<file path="config.mk">
export PLATFORM = sky130hd
export DESIGN_NAME = risc_bus_arbiter
export DESIGN_NICKNAME = d
export VERILOG_FILES = /design/src/rtl/risc_bus_pkg.sv /design/src/rtl/risc_rr_arb2.sv /design/src/rtl/risc_bus_arbiter.sv
export SDC_FILE = /design/constraint.sdc
export NUM_CORES = 1
export LEC_CHECK = 0
export ABC_CLOCK_PERIOD_IN_PS = 2600
export BUFFER_PORTS_ARGS = -buffer_cell sky130_fd_sc_hd__buf_4
export CAP_MARGIN = 20
export CORE_MARGIN = 1.5
export CORE_UTILIZATION = 45
export CTS_BUF_LIST = sky130_fd_sc_hd__clkbuf_16
export CTS_CLUSTER_DIAMETER = 200
export DETAILED_ROUTE_END_ITERATION = 16
export GPL_TIMING_DRIVEN = 0
export PLACE_DENSITY = 0.7
export SETUP_SLACK_MARGIN = 0.02
export SLEW_MARGIN = 5
export SYNTH_ARGS = -nofsm -noshare
export SYNTH_HDL_FRONTEND = slang
export SYNTH_SLANG_ARGS = --single-unit
export TNS_END_PERCENT = 5
</file>
<file path="constraint.sdc">
create_clock -name i_clk -period 2.6 [get_ports i_clk]
set_input_delay 0.13 -clock i_clk [delete_from_list [all_inputs] [get_ports i_clk]]
set_output_delay 0.13 -clock i_clk [all_outputs]
set_load 0.005 [all_outputs]
</file>
<file path="src/rtl/risc_bus_pkg.sv">
`default_nettype none
// ============================================================================
// Module      : risc_bus_pkg
// Description : Shared types and constants for the two-master bus arbiter.
// Revision    : 1.0 - initial release
// ============================================================================
package risc_bus_pkg;

    localparam int         c_BUS_W         = 8;
    localparam int         c_CNT_W         = 8;
    localparam logic [7:0] c_STOP_ADDR_DEF = 8'hAB;
    localparam int         c_TIMEOUT_DEF   = 16;
    localparam logic [7:0] c_ERR_RDATA     = 8'hFF;

    // Arbiter transfer phases, explicitly encoded
    typedef enum logic [1:0] {
        IDLE   = 2'd0,
        ACCESS = 2'd1,
        RESP   = 2'd2
    } state_t;

endpackage : risc_bus_pkg
`default_nettype wire

</file>
<file path="src/rtl/risc_rr_arb2.sv">
`default_nettype none
// ============================================================================
// Module      : risc_rr_arb2
// Description : Two-way round-robin selector. A lone requester wins; on a tie
//               the master that was not granted last wins.
// Revision    : 1.0 - initial release
// ============================================================================
module risc_rr_arb2 (
    input  logic i_req0,
    input  logic i_req1,
    input  logic i_last_grant,
    output logic o_valid,
    output logic o_grant
);

    // Pick the winner from the request pair and the previous grant
    always_comb begin
        o_valid = i_req0 | i_req1;
        o_grant = 1'b0;
        if (i_req0 && i_req1) begin
            o_grant = ~i_last_grant;
        end else if (i_req1) begin
            o_grant = 1'b1;
        end
    end

endmodule : risc_rr_arb2
`default_nettype wire

</file>
<file path="src/rtl/risc_bus_arbiter.sv">
`default_nettype none
// ============================================================================
// Module      : risc_bus_arbiter
// Description : Round-robin arbiter between a CPU (m0) and a loader (m1) onto
//               a single registered slave bus, with access timeout and a
//               sticky stop flag raised by a write to STOP_ADDR.
// Revision    : 1.0 - initial release
// ============================================================================
module risc_bus_arbiter
    import risc_bus_pkg::*;
#(
    parameter logic [7:0] STOP_ADDR = c_STOP_ADDR_DEF,
    parameter int         TIMEOUT   = c_TIMEOUT_DEF
) (
    input  logic                 i_clk,
    input  logic                 i_rstn,
    // master 0 (CPU)
    input  logic                 i_m0_req,
    input  logic                 i_m0_write,
    input  logic [c_BUS_W-1:0]   i_m0_address,
    input  logic [c_BUS_W-1:0]   i_m0_data,
    output logic                 o_m0_ready,
    output logic [c_BUS_W-1:0]   o_m0_rdata,
    output logic                 o_m0_err,
    // master 1 (loader)
    input  logic                 i_m1_req,
    input  logic                 i_m1_write,
    input  logic [c_BUS_W-1:0]   i_m1_address,
    input  logic [c_BUS_W-1:0]   i_m1_data,
    output logic                 o_m1_ready,
    output logic [c_BUS_W-1:0]   o_m1_rdata,
    output logic                 o_m1_err,
    // slave bus
    output logic [c_BUS_W-1:0]   o_bus_address,
    output logic [c_BUS_W-1:0]   o_bus_data,
    output logic                 o_bus_read,
    output logic                 o_bus_write,
    input  logic [c_BUS_W-1:0]   i_bus_data,
    input  logic                 i_bus_ready,
    // stop reporting
    output logic                 o_stop,
    output logic [c_BUS_W-1:0]   o_stop_code
);

    localparam logic [c_CNT_W-1:0] c_CNT_LAST = c_CNT_W'(TIMEOUT - 1);

    state_t               r_state;
    state_t               w_state_nxt;
    logic [c_CNT_W-1:0]   r_cnt;
    logic                 r_last_grant;
    logic                 r_gnt;
    logic                 r_write;
    logic [c_BUS_W-1:0]   r_addr;
    logic [c_BUS_W-1:0]   r_data;
    logic                 r_bus_read;
    logic                 r_bus_write;
    logic                 r_m0_ready;
    logic                 r_m1_ready;
    logic                 r_m0_err;
    logic                 r_m1_err;
    logic [c_BUS_W-1:0]   r_m0_rdata;
    logic [c_BUS_W-1:0]   r_m1_rdata;
    logic                 r_stop;
    logic [c_BUS_W-1:0]   r_stop_code;

    logic                 w_arb_valid;
    logic                 w_arb_grant;
    logic                 w_start;
    logic                 w_ready_hit;
    logic                 w_timeout;
    logic                 w_done;
    logic                 w_sel_write;
    logic [c_BUS_W-1:0]   w_sel_addr;
    logic [c_BUS_W-1:0]   w_sel_data;
    logic                 w_rdata_we;
    logic [c_BUS_W-1:0]   w_rdata_val;
    logic                 w_stop_set;

    risc_rr_arb2 u_rr (
        .i_req0       (i_m0_req),
        .i_req1       (i_m1_req),
        .i_last_grant (r_last_grant),
        .o_valid      (w_arb_valid),
        .o_grant      (w_arb_grant)
    );

    // State register
    always_ff @(posedge i_clk or negedge i_rstn) begin
        if (!i_rstn) begin
            r_state <= IDLE;
        end else begin
            r_state <= w_state_nxt;
        end
    end

    // Next-state decision
    always_comb begin
        w_state_nxt = r_state;
        case (r_state)
            IDLE:    if (w_start) w_state_nxt = ACCESS;
            ACCESS:  if (w_done)  w_state_nxt = RESP;
            RESP:    w_state_nxt = IDLE;
            default: w_state_nxt = IDLE;
        endcase
    end

    // Decode of grant/complete events and the values they load
    always_comb begin
        w_start     = (r_state == IDLE) && w_arb_valid && !r_stop;
        // bus ready takes priority over an expiring counter
        w_ready_hit = (r_state == ACCESS) && i_bus_ready;
        w_timeout   = (r_state == ACCESS) && !i_bus_ready && (r_cnt == c_CNT_LAST);
        w_done      = w_ready_hit || w_timeout;
        w_sel_write = w_arb_grant ? i_m1_write   : i_m0_write;
        w_sel_addr  = w_arb_grant ? i_m1_address : i_m0_address;
        w_sel_data  = w_arb_grant ? i_m1_data    : i_m0_data;
        // a successful write leaves the master's read data untouched
        w_rdata_we  = w_timeout || (w_ready_hit && !r_write);
        w_rdata_val = w_timeout ? c_ERR_RDATA : i_bus_data;
        w_stop_set  = w_ready_hit && r_write && (r_addr == STOP_ADDR);
    end

    // Transfer control: grant latch, bus strobes and access counter
    always_ff @(posedge i_clk or negedge i_rstn) begin
        if (!i_rstn) begin
            r_cnt        <= '0;
            r_last_grant <= 1'b1;
            r_gnt        <= 1'b0;
            r_write      <= 1'b0;
            r_addr       <= '0;
            r_data       <= '0;
            r_bus_read   <= 1'b0;
            r_bus_write  <= 1'b0;
        end else if (w_start) begin
            r_cnt        <= '0;
            r_last_grant <= w_arb_grant;
            r_gnt        <= w_arb_grant;
            r_write      <= w_sel_write;
            r_addr       <= w_sel_addr;
            r_data       <= w_sel_data;
            r_bus_read   <= !w_sel_write;
            r_bus_write  <= w_sel_write;
        end else if (r_state == ACCESS) begin
            if (w_done) begin
                r_bus_read  <= 1'b0;
                r_bus_write <= 1'b0;
            end else begin
                r_cnt <= r_cnt + 8'd1;
            end
        end
    end

    // Completion strobes, per-master read data and sticky stop flag
    always_ff @(posedge i_clk or negedge i_rstn) begin
        if (!i_rstn) begin
            r_m0_ready  <= 1'b0;
            r_m1_ready  <= 1'b0;
            r_m0_err    <= 1'b0;
            r_m1_err    <= 1'b0;
            r_m0_rdata  <= '0;
            r_m1_rdata  <= '0;
            r_stop      <= 1'b0;
            r_stop_code <= '0;
        end else begin
            r_m0_ready <= w_done && !r_gnt;
            r_m1_ready <= w_done &&  r_gnt;
            r_m0_err   <= w_timeout && !r_gnt;
            r_m1_err   <= w_timeout &&  r_gnt;
            if (w_rdata_we && !r_gnt) r_m0_rdata <= w_rdata_val;
            if (w_rdata_we &&  r_gnt) r_m1_rdata <= w_rdata_val;
            if (w_stop_set) begin
                r_stop      <= 1'b1;
                r_stop_code <= r_data;
            end
        end
    end

    assign o_bus_address = r_addr;
    assign o_bus_data    = r_data;
    assign o_bus_read    = r_bus_read;
    assign o_bus_write   = r_bus_write;
    assign o_m0_ready    = r_m0_ready;
    assign o_m1_ready    = r_m1_ready;
    assign o_m0_err      = r_m0_err;
    assign o_m1_err      = r_m1_err;
    assign o_m0_rdata    = r_m0_rdata;
    assign o_m1_rdata    = r_m1_rdata;
    assign o_stop        = r_stop;
    assign o_stop_code   = r_stop_code;

endmodule : risc_bus_arbiter
`default_nettype wire
</file>
==> results.json, run 1 <==
{
  "num-fill-cells": 493,
  "p_comb_share_pct": 33.0,
  "areaGrowthSynthToFinish_pct": 40.0,
  "synthXorXnorAreaFrac_pct": 0,
  "antenna_found_initial": 0,
  "synth_nets": 305,
  "slew_headroom_pct": 33.4,
  "synth_area_sq_um": 2750,
  "diodes": 0,
  "synthTopCellsByArea": "dfrtp_1, mux2i_1, mux2_1, a21oi_1, o21ai_0",
  "synth_top_family_by_area": "compound AO/OA/AOI/OAI gates",
  "yosysTopAreaCell": "dfrtp_1",
  "fin_cells": 441,
  "critPathMaxStageDelay_ps": 430,
  "vias": 2389,
  "drt_iter0_markers": 150,
  "setup_tns_ps": 0,
  "power_switching_mw": 1.29,
  "ys_warn_count": 0,
  "p_sw_share_pct": 31.9,
  "syn_inst": 257,
  "synthDistinctLibCells": 39,
  "synth_compound_area_share_pct": 15.5,
  "seq_area_sq_um": 1500,
  "period_minus_slack_ps": 2140,
  "drc_errors": 0,
  "worstRegToRegCells": 7,
  "crit_path_frequent_cell": "clkbuf_1",
  "grt_max_degree": 61,
  "drt_pass1_iterations": 4,
  "drv_cap": 0,
  "p_int_mw": 2.76,
  "vias_per_cell": 5.42,
  "tightest_slew_ps": 997,
  "place_ws_ps": 442,
  "netlist.area_leader.share_pct": 53.6,
  "whs_path_depth": 3,
  "critPathLaunchType": "register",
  "drive_gt1_share_pct": 31.4,
  "outcome": "finished clean",
  "clockRootBuffer": "clkbuf_16",
  "synthArstFlopShare_pct": 100,
  "multi_input_area_sq_um": 1120,
  "cp.arrival_ps": 2320,
  "io_pins": 94,
  "max_freq_mhz": 467,
  "ctsLongestPathBuffers": 2,
  "synth-adder-area-share_pct": 0.454,
  "drt-total-wl_um": 6940,
  "dp.cells": 424,
  "cp.depth": 7,
  "setup_ws_ps": 458,
  "cpLargestDelayFamily": "buffers and inverters",
  "worstSetupEndpointType": "register",
  "cts_sinks": 60,
  "initial_core_util_pct": 46.5,
  "die_h_um": 81.2,
  "synthMuxAreaShare_pct": 12.1,
  "p_seq_share_pct": 37.2,
  "gp_congestion": 0.822,
  "synthFlopType": "dfrtp_1",
  "cts_buffers": 9,
  "period_share_pct": 82.4,
  "cp.buffers_inverters": 4,
  "required_ps": 2780,
  "yosys.area_share.simple_pct": 12.6,
  "clkLatencyLatePin_ps": 320,
  "design.die.area_sq_um": 6600,
  "place_hpwl_um": 5060,
  "hold_viol": 0,
  "core-area_sq_um": 5920,
  "slew_violations": 0,
  "synth_edf_count": 0,
  "ys_ff_latch": 60,
  "ir_drop_v": 0.000472,
  "timing.hold.ws_ps": 80.8,
  "track_usage_pct": 22.8,
  "syn_area_per_cell_sq_um": 10.7,
  "crit_chain": "clkbuf_1 -> or3_1 -> clkbuf_1 -> or2_1 -> clkbuf_1 -> clkbuf_1 -> o22ai_1",
  "wl_per_cell_um": 15.7,
  "die_x_um": 81.2,
  "pwr-share-clk_pct": 29.8,
  "critPathSlowestCell": "clkbuf_1",
  "holdCritPathClass": "input port to register",
  "num_rows": 28,
  "antenna_left": 0,
  "grt_pass1_wl_um": 11200,
  "fin_skew_ps": 7.61,
  "crit_path_max_fanout": 10,
  "utilization_pct": 65.1,
  "grt.overflow.total": 0,
  "crit_type": "register to register",
  "setup_violations": 0,
  "p_leak_nw": 1.86,
  "grt_pass1_vias": 2361,
  "finalNetCount": 409,
  "cts.clk_slew.worst_paths_ps": 50,
  "p_per_area_nw_per_um2": 1050,
  "cts.htree.levels": 3,
  "seq_area_frac_synth_pct": 54.6,
  "io_buffers": 92,
  "grt_setup_unrepaired": "no",
  "cts_tree": "yes"
}
-- flip-flops by register name, indices dropped and copies added, names as in the netlist --
| signal | count |
|---|---|
| r_gnt | 1 |
| o_m0_ready | 1 |
| o_m1_ready | 1 |
| r_cnt | 8 |
| o_stop_code | 8 |
| o_m1_rdata | 8 |
| o_bus_read | 1 |
| r_write | 1 |
| o_m1_err | 1 |
| o_bus_address | 8 |
| o_bus_write | 1 |
| o_stop | 1 |
| o_m0_rdata | 8 |
| r_state | 2 |
| r_last_grant | 1 |
| o_m0_err | 1 |
| o_bus_data | 8 |
-- through the flow --
stage / power, mW / cell area [sq um]
floorplan: 2.14 / 2750
global placement: 2.80 / 3540
detailed placement: 2.85 / 3540
CTS: 4.09 / 3860
finish: 4.05 / 3860
global route: 4.33 / 3860
-- path summary, 6_finish.rpt --
check | slack, ps | to | startpoint
max | 460 | o_bus_write$_DFFE_PN0P_ | r_state[1]$_DFFE_PN0P_
max in group asynchronous | 1690 | o_bus_data[5]$_DFFE_PN0P_ | i_rstn
min | 80 | o_bus_data[6]$_DFFE_PN0P_ | i_m0_data[6]
min in group asynchronous | 430 | r_cnt[6]$_DFFE_PN0P_ | i_rstn
max reg2reg | 460 | o_bus_write$_DFFE_PN0P_ | r_state[1]$_DFFE_PN0P_
min reg2reg | 490 | o_stop_code[1]$_DFFE_PN0P_ | o_stop_code[1]$_DFFE_PN0P_
-- metal layers --
metal,up-vias,track usage [%],routed length [um]
met1,1119,27.2,2870
li1,1153,-,-
met3,2,7.87,570
met2,115,39.0,3490
met4,0,6.03,13
met5,-,0,0
-- placed cells by master, fill, tap and decap left out, types with 4 or more instances in the layout --
| master | instances |
|---|---|
| o21ai_0 | 20 |
| mux2_1 | 10 |
| a21oi_1 | 20 |
| a31oi_1 | 8 |
| nor2_1 | 7 |
| o211ai_1 | 4 |
| buf_4 | 92 |
| clkbuf_1 | 14 |
| inv_1 | 11 |
| clkbuf_16 | 9 |
| nor3_1 | 17 |
| mux2i_1 | 22 |
| o21ai_1 | 20 |
| dfrtp_1 | 59 |
-- worst reg2reg max path: stages (launching register included) --
cell and delay [ps]:
dfrtp_1 310, clkbuf_1 250, or3_1 160, clkbuf_1 220, or2_1 140, clkbuf_1 330, clkbuf_1 440, o22ai_1 160
-- cell type report --
type	instances	area share, %
buffer	20	2.43
clock buffer	9	5.84
clock inverter	7	2.14
inverter	10	0.973
multi-input combinational	167	29.0
sequential	60	39.0
tap	75	2.43
timing repair buffer	93	18.2
-- logic make-up after synthesis --
family	count (synthesis)
buffers and inverters	30
DFF	60
and+or+nand+nor	56
AOI/OAI and AO/OA	78
muxes	32
adders and majority gates	1
-- power groups by stage --
stage	logic, mW	clock network (mW)	registers (mW)
final	1.33	1.21	1.51
after global routing	1.49	1.29	1.55
after CTS	1.35	1.23	1.50
after detailed placement	1.33	0	1.51
after global placement	1.30	0	1.50
after floorplan	0.654	0	1.48
-- cells in the mapped netlist, types with 4 or more instances --
cell / instances
dfrtp_1: 59
mux2i_1: 22
a21oi_1: 20
o21ai_0: 20
o21ai_1: 20
nor3_1: 17
clkbuf_1: 14
inv_1: 10
mux2_1: 10
a31oi_1: 8
nor2_1: 7
o211ai_1: 4
-- timing repair --
action,CTS,global route
endpoints found under the hold margin,59,0
gates resized for setup,0,0
hold buffers,1,0
buffers inserted,0,0
(Power assumes the default switching activity.)
==> run 2, diff against run 1 <==
--- a/config.mk
+++ b/config.mk
@@ -5,7 +5,7 @@
 export SDC_FILE = /design/constraint.sdc
 export NUM_CORES = 1
 export LEC_CHECK = 0
-export ABC_CLOCK_PERIOD_IN_PS = 2600
+export ABC_CLOCK_PERIOD_IN_PS = 1900
 export BUFFER_PORTS_ARGS = -buffer_cell sky130_fd_sc_hd__buf_4
 export CAP_MARGIN = 20
 export CORE_MARGIN = 1.5
@@ -14,7 +14,7 @@
 export CTS_CLUSTER_DIAMETER = 200
 export DETAILED_ROUTE_END_ITERATION = 16
 export GPL_TIMING_DRIVEN = 0
-export PLACE_DENSITY = 0.7
+export PLACE_DENSITY = 0.73
 export SETUP_SLACK_MARGIN = 0.02
 export SLEW_MARGIN = 5
 export SYNTH_ARGS = -nofsm -noshare
==> constraint.sdc (replaced) <==
create_clock -name i_clk -period 1.9 [get_ports i_clk]
set_input_delay 0.095 -clock i_clk [delete_from_list [all_inputs] [get_ports i_clk]]
set_output_delay 0.095 -clock i_clk [all_outputs]
set_load 0.005 [all_outputs]
==> results.json, run 2 (synthesized netlist as in run 1, its figures left out) <==
{
  "dp.cells": 424,
  "setup_violations": 0,
  "crit_path_max_fanout": 10,
  "drv_cap": 0,
  "required_ps": 2140,
  "crit_type": "register to register",
  "whs_path_depth": 3,
  "fin_skew_ps": 5.42,
  "hold_viol": 0,
  "slew_violations": 0,
  "grt_pass1_wl_um": 11100,
  "route.met2.wl_um": 3480,
  "grt.overflow.total": 0,
  "diodes": 0,
  "top_layer_used": "met4",
  "drc_errors": 0,
  "clockRootBuffer": "clkbuf_16",
  "num-fill-cells": 513,
  "ir_drop_v": 0.000662,
  "cts_buffers": 9,
  "wl_met1_um": 2790,
  "drt-total-wl_um": 7030,
  "outcome": "finished clean",
  "drive_gt1_share_pct": 33.9,
  "seq_area_sq_um": 1510,
  "drt_iter0_markers": 111,
  "max_freq_mhz": 545,
  "place_hpwl_um": 5000,
  "gp_congestion": 0.790,
  "clkLatencyLatePin_ps": 320,
  "grt_setup_unrepaired": "yes",
  "fin_cells": 441,
  "period_minus_slack_ps": 1840,
  "antenna_left": 0,
  "tightest_slew_ps": 959,
  "track_usage_pct": 22.6,
  "worstSetupEndpointType": "register",
  "grt_max_degree": 61,
  "ctsLongestPathBuffers": 2,
  "vias": 2469,
  "drt_pass1_iterations": 5,
  "slew_headroom_pct": 35.9,
  "timing.hold.ws_ps": 46.4,
  "wl_per_cell_um": 15.9,
  "die_x_um": 81.2,
  "critPathLaunchType": "register",
  "cts_tree": "yes",
  "core-area_sq_um": 5920,
  "period_share_pct": 96.6,
  "final_common_cell": "buf_4",
  "design.die.area_sq_um": 6600,
  "p_leak_nw": 1.87,
  "multi_input_area_sq_um": 1140,
  "grt_pass1_vias": 2318,
  "finalNetCount": 410,
  "final_cell_mix": "buf_4, dfrtp_1, mux2i_1, o21ai_1, o21ai_0",
  "vias_per_cell": 5.60,
  "antenna_found_initial": 0,
  "areaGrowthSynthToFinish_pct": 40.8,
  "io_pins": 94,
  "wl_met3_um": 644,
  "cts.clk_slew.worst_paths_ps": 50,
  "initial_core_util_pct": 46.5,
  "die_h_um": 81.2,
  "worstRegToRegCells": 5,
  "p_per_area_nw_per_um2": 1410,
  "io_buffers": 92,
  "cts_sinks": 60,
  "num_rows": 28,
  "cp.arrival_ps": 2080,
  "cts.htree.levels": 3,
  "holdCritPathClass": "input port to register"
}
run 2: changes by cell type in the layout (fill, tap and decap cells not counted), sizes merged:
cell    before  now
inv         11   12
clkbuf      23   22
bufinv       2    1
buf         98  100
clkinv       4    3
run 2: path summary, 6_finish.rpt:
path	to	from	slack (ps)
hold reg to reg	o_stop_code[3]$_DFFE_PN0P_	o_stop_code[3]$_DFFE_PN0P_	490
setup reg to reg	o_m0_rdata[3]$_DFFE_PN0P_	r_state[1]$_DFFE_PN0P_	60
min in group asynchronous	o_m1_rdata[0]$_DFFE_PN0P_	i_rstn	410
setup / recovery	o_m0_rdata[3]$_DFFE_PN0P_	r_state[1]$_DFFE_PN0P_	60
hold / removal	o_bus_address[0]$_DFFE_PN0P_	i_m0_address[0]	50
max in group asynchronous	r_state[1]$_DFFE_PN0P_	i_rstn	970
run 2: worst max-delay path: stages, from the launching register on:
cell and delay [ps]:
dfrtp_2 430, or3b_1 400, buf_6 150, or4_4 510, buf_6 150, a21oi_2 120
run 2: layer usage:
metal | vias up | track usage [%]
met4 | 0 | 10.7
met5 | - | 0
met2 | 126 | 37.3
met1 | 1179 | 27.7
li1 | 1146 | -
met3 | 18 | 5.39
run 2: final cells by class:
type	count	share of cell area (%)
Tap cell	75	2.42
Timing Repair Buffer	97	18.9
Buffer	17	2.39
Clock inverter	6	1.26
Multi-Input combinational cell	167	29.4
Inverter	10	0.968
Clock buffer	9	5.81
Sequential cell	60	38.9
run 2: through the flow:
step                total power, mW  utilization [%]  setup TNS [ps]  setup slack [ps]  instance area (sq um)
floorplan                      2.92                -               0              29.8                   2750
global placement               3.84             59.8           -3490              -242                   3540
detailed placement             3.90             59.8           -4090              -257                   3540
CTS                            5.45             64.9               0              1.85                   3840
global route                   5.80             65.5            -115             -30.5                   3880
finish                         5.45             65.5               0              63.9                   3880
run 2: report_power, final:
| part | switching (mW) | internal (mW) |
|---|---|---|
| registers | 0.337 | 1.74 |
| clock network | 0.511 | 0.981 |
| logic | 0.928 | 0.959 |
run 2: timing repair:
action	in CTS	in global routing
hold buffers	1	0
hold endpoints to repair	59	0
resized for setup	7	11
setup endpoints to repair	37	36
pin swaps	3	2
buffers inserted	3	1
==> run 3, diff against run 2 <==
--- a/config.mk
+++ b/config.mk
@@ -5,7 +5,7 @@
 export SDC_FILE = /design/constraint.sdc
 export NUM_CORES = 1
 export LEC_CHECK = 0
-export ABC_CLOCK_PERIOD_IN_PS = 1900
+export ABC_CLOCK_PERIOD_IN_PS = 2100
 export BUFFER_PORTS_ARGS = -buffer_cell sky130_fd_sc_hd__buf_4
 export CAP_MARGIN = 20
 export CORE_MARGIN = 1.5
@@ -14,8 +14,8 @@
 export CTS_CLUSTER_DIAMETER = 200
 export DETAILED_ROUTE_END_ITERATION = 16
 export GPL_TIMING_DRIVEN = 0
-export PLACE_DENSITY = 0.73
-export SETUP_SLACK_MARGIN = 0.02
+export PLACE_DENSITY = 0.7
+export SETUP_SLACK_MARGIN = 0.3
 export SLEW_MARGIN = 5
 export SYNTH_ARGS = -nofsm -noshare
 export SYNTH_HDL_FRONTEND = slang
==> constraint.sdc (replaced) <==
create_clock -name i_clk -period 2.1 [get_ports i_clk]
set_input_delay 0.105 -clock i_clk [delete_from_list [all_inputs] [get_ports i_clk]]
set_output_delay 0.105 -clock i_clk [all_outputs]
set_load 0.005 [all_outputs]
==> results.json, run 3 (synthesized netlist as in run 1, its figures left out) <==
{
  "worstSetupEndpointType": "register",
  "required_ps": 2330,
  "slew_violations": 0,
  "track_usage_pct": 22.6,
  "p_per_area_nw_per_um2": 1300,
  "antenna_found_initial": 0,
  "drt_iter0_markers": 156,
  "gp_congestion": 0.838,
  "drv_cap": 0,
  "design.die.area_sq_um": 6600,
  "period_share_pct": 91.1,
  "cts.htree.levels": 3,
  "cts_sinks": 60,
  "fin_skew_ps": 5.70,
  "drc_errors": 0,
  "vias": 2382,
  "final_cell_mix": "buf_4, dfrtp_1, mux2i_1, o21ai_0, o21ai_1",
  "hold_viol": 0,
  "setup_tns_ps": 0,
  "p_sw_share_pct": 31.6,
  "diodes": 0,
  "antenna_left": 0,
  "max_freq_mhz": 523,
  "outcome": "finished clean",
  "ir_drop_v": 0.000665,
  "tightest_slew_ps": 991,
  "power_switching_mw": 1.62,
  "clkLatencyLatePin_ps": 320,
  "crit_start": "r_cnt[4]$_DFFE_PN0P_",
  "initial_core_util_pct": 46.5,
  "slew_headroom_pct": 33.8,
  "drt_pass1_iterations": 4,
  "ctsLongestPathBuffers": 2,
  "cp.arrival_ps": 2150,
  "pwr-share-clk_pct": 29.4,
  "critPathSlowestCell": "or4_4",
  "drt-total-wl_um": 6800,
  "grt_pass1_wl_um": 11100,
  "clockRootBuffer": "clkbuf_16",
  "io_buffers": 92,
  "min_from": "i_bus_data[6]",
  "timing.hold.ws_ps": 50.0,
  "grt_max_degree": 61,
  "place_hpwl_um": 4940,
  "crit_chain": "or4_4 -> buf_6 -> or4_4 -> buf_6 -> a31oi_1",
  "critPathLaunchType": "register",
  "grt.overflow.total": 0,
  "wl_per_cell_um": 15.3,
  "cts_tree": "yes",
  "die_h_um": 81.2,
  "grt_setup_unrepaired": "yes",
  "crit_path_max_fanout": 8,
  "critPathMaxStageDelay_ps": 530,
  "io_pins": 94,
  "vias_per_cell": 5.36,
  "reg2reg_from": "r_cnt[4]$_DFFE_PN0P_",
  "design_area_sq_um": 3940,
  "grt_pass1_vias": 2393,
  "p_int_mw": 3.50,
  "period_minus_slack_ps": 1910,
  "place_area_sq_um": 3540,
  "finalNetCount": 412,
  "p_leak_nw": 1.90,
  "num_rows": 28,
  "drive_gt1_share_pct": 34.1,
  "holdCritPathClass": "input port to register",
  "core-area_sq_um": 5920,
  "cts.clk_slew.worst_paths_ps": 50,
  "areaGrowthSynthToFinish_pct": 43.0,
  "p_comb_share_pct": 34.2,
  "num-fill-cells": 516,
  "setup_violations": 0,
  "crit_type": "register to register",
  "p_seq_share_pct": 36.4,
  "cts_buffers": 9,
  "die_x_um": 81.2,
  "final_common_cell": "buf_4"
}
-- run 3: changes by cell type in the layout (fill, tap and decap cells not counted), moves of 2 or more --
cell,delta
clkbuf_8,+2
dfrtp_2,-3
o21ai_1,-2
dfrtp_1,+3
-- run 3: area by class of cell --
class                   count  area [sq um]  share of cell area, %
plain buffers              20           135                   3.43
clock buffers               9           225                   5.72
clock inverters             7          82.6                   2.10
inverters                  10          37.5                  0.953
multi-input cells         167          1140                   28.9
flip-flops and latches     60          1500                   38.2
well taps                  75          93.8                   2.38
repair buffers             96           723                   18.4
-- run 3: worst paths after layout --
path	endpoint	slack, ps	cells after the start
worst min-delay path	o_m0_rdata[6]$_DFFE_PN0P_	50	3
max in group asynchronous	o_bus_data[5]$_DFFE_PN0P_	1220	2
min in group asynchronous	o_m0_err$_DFF_PN0_	400	2
worst max-delay path	o_m1_rdata[2]$_DFFE_PN0P_	190	5
worst min register to register	o_stop_code[4]$_DFFE_PN0P_	490	1
worst max register to register	o_m1_rdata[2]$_DFFE_PN0P_	190	5
-- run 3: what timing repair did --
action	in CTS	in global routing
resized for setup	19	1
hold buffers	1	0
setup buffers	3	0
cloned	0	0
hold endpoints to repair	59	0
pin swaps	1	0
endpoints found under the setup margin	40	36
-- run 3: stage by stage --
step,util [%],total power [mW],setup WS (ps),std cells
5_1_grt,66.5,5.46,108,444
2_1_floorplan,-,2.65,277,257
3_5_place_dp,59.8,3.53,-79.3,424
6_report,66.5,5.11,186,444
4_1_cts,66.4,5.16,191,444
3_3_place_gp,59.8,3.47,-39.4,424
-- run 3: routing by layer --
| metal | vias up | share of wire [%] | global-route usage (%) |
|---|---|---|---|
| met1 | 1123 | 42 | 27.2 |
| met4 | 0 | 1.3 | 10.0 |
| li1 | 1154 | - | - |
| met3 | 9 | 8.0 | 6.63 |
| met2 | 96 | 48 | 37.5 |
| met5 | - | 0 | 0 |
-- run 3: worst max-delay path: cells and delay by family (launching register included) --
kind / cells / cell delay (ps)
AO/OA/AOI/OAI: 1 / 150
buffers and inverters: 2 / 300
flip-flops: 1 / 430
AND/OR/NAND/NOR: 2 / 950
-- run 3: power groups by stage --
| stage | registers [mW] | logic (mW) | clock network, mW |
|---|---|---|---|
| floorplan | 1.84 | 0.814 | 0 |
| global placement | 1.86 | 1.61 | 0 |
| detailed placement | 1.87 | 1.65 | 0 |
| CTS | 1.86 | 1.77 | 1.53 |
| global route | 1.91 | 1.96 | 1.59 |
| finish | 1.86 | 1.75 | 1.50 |
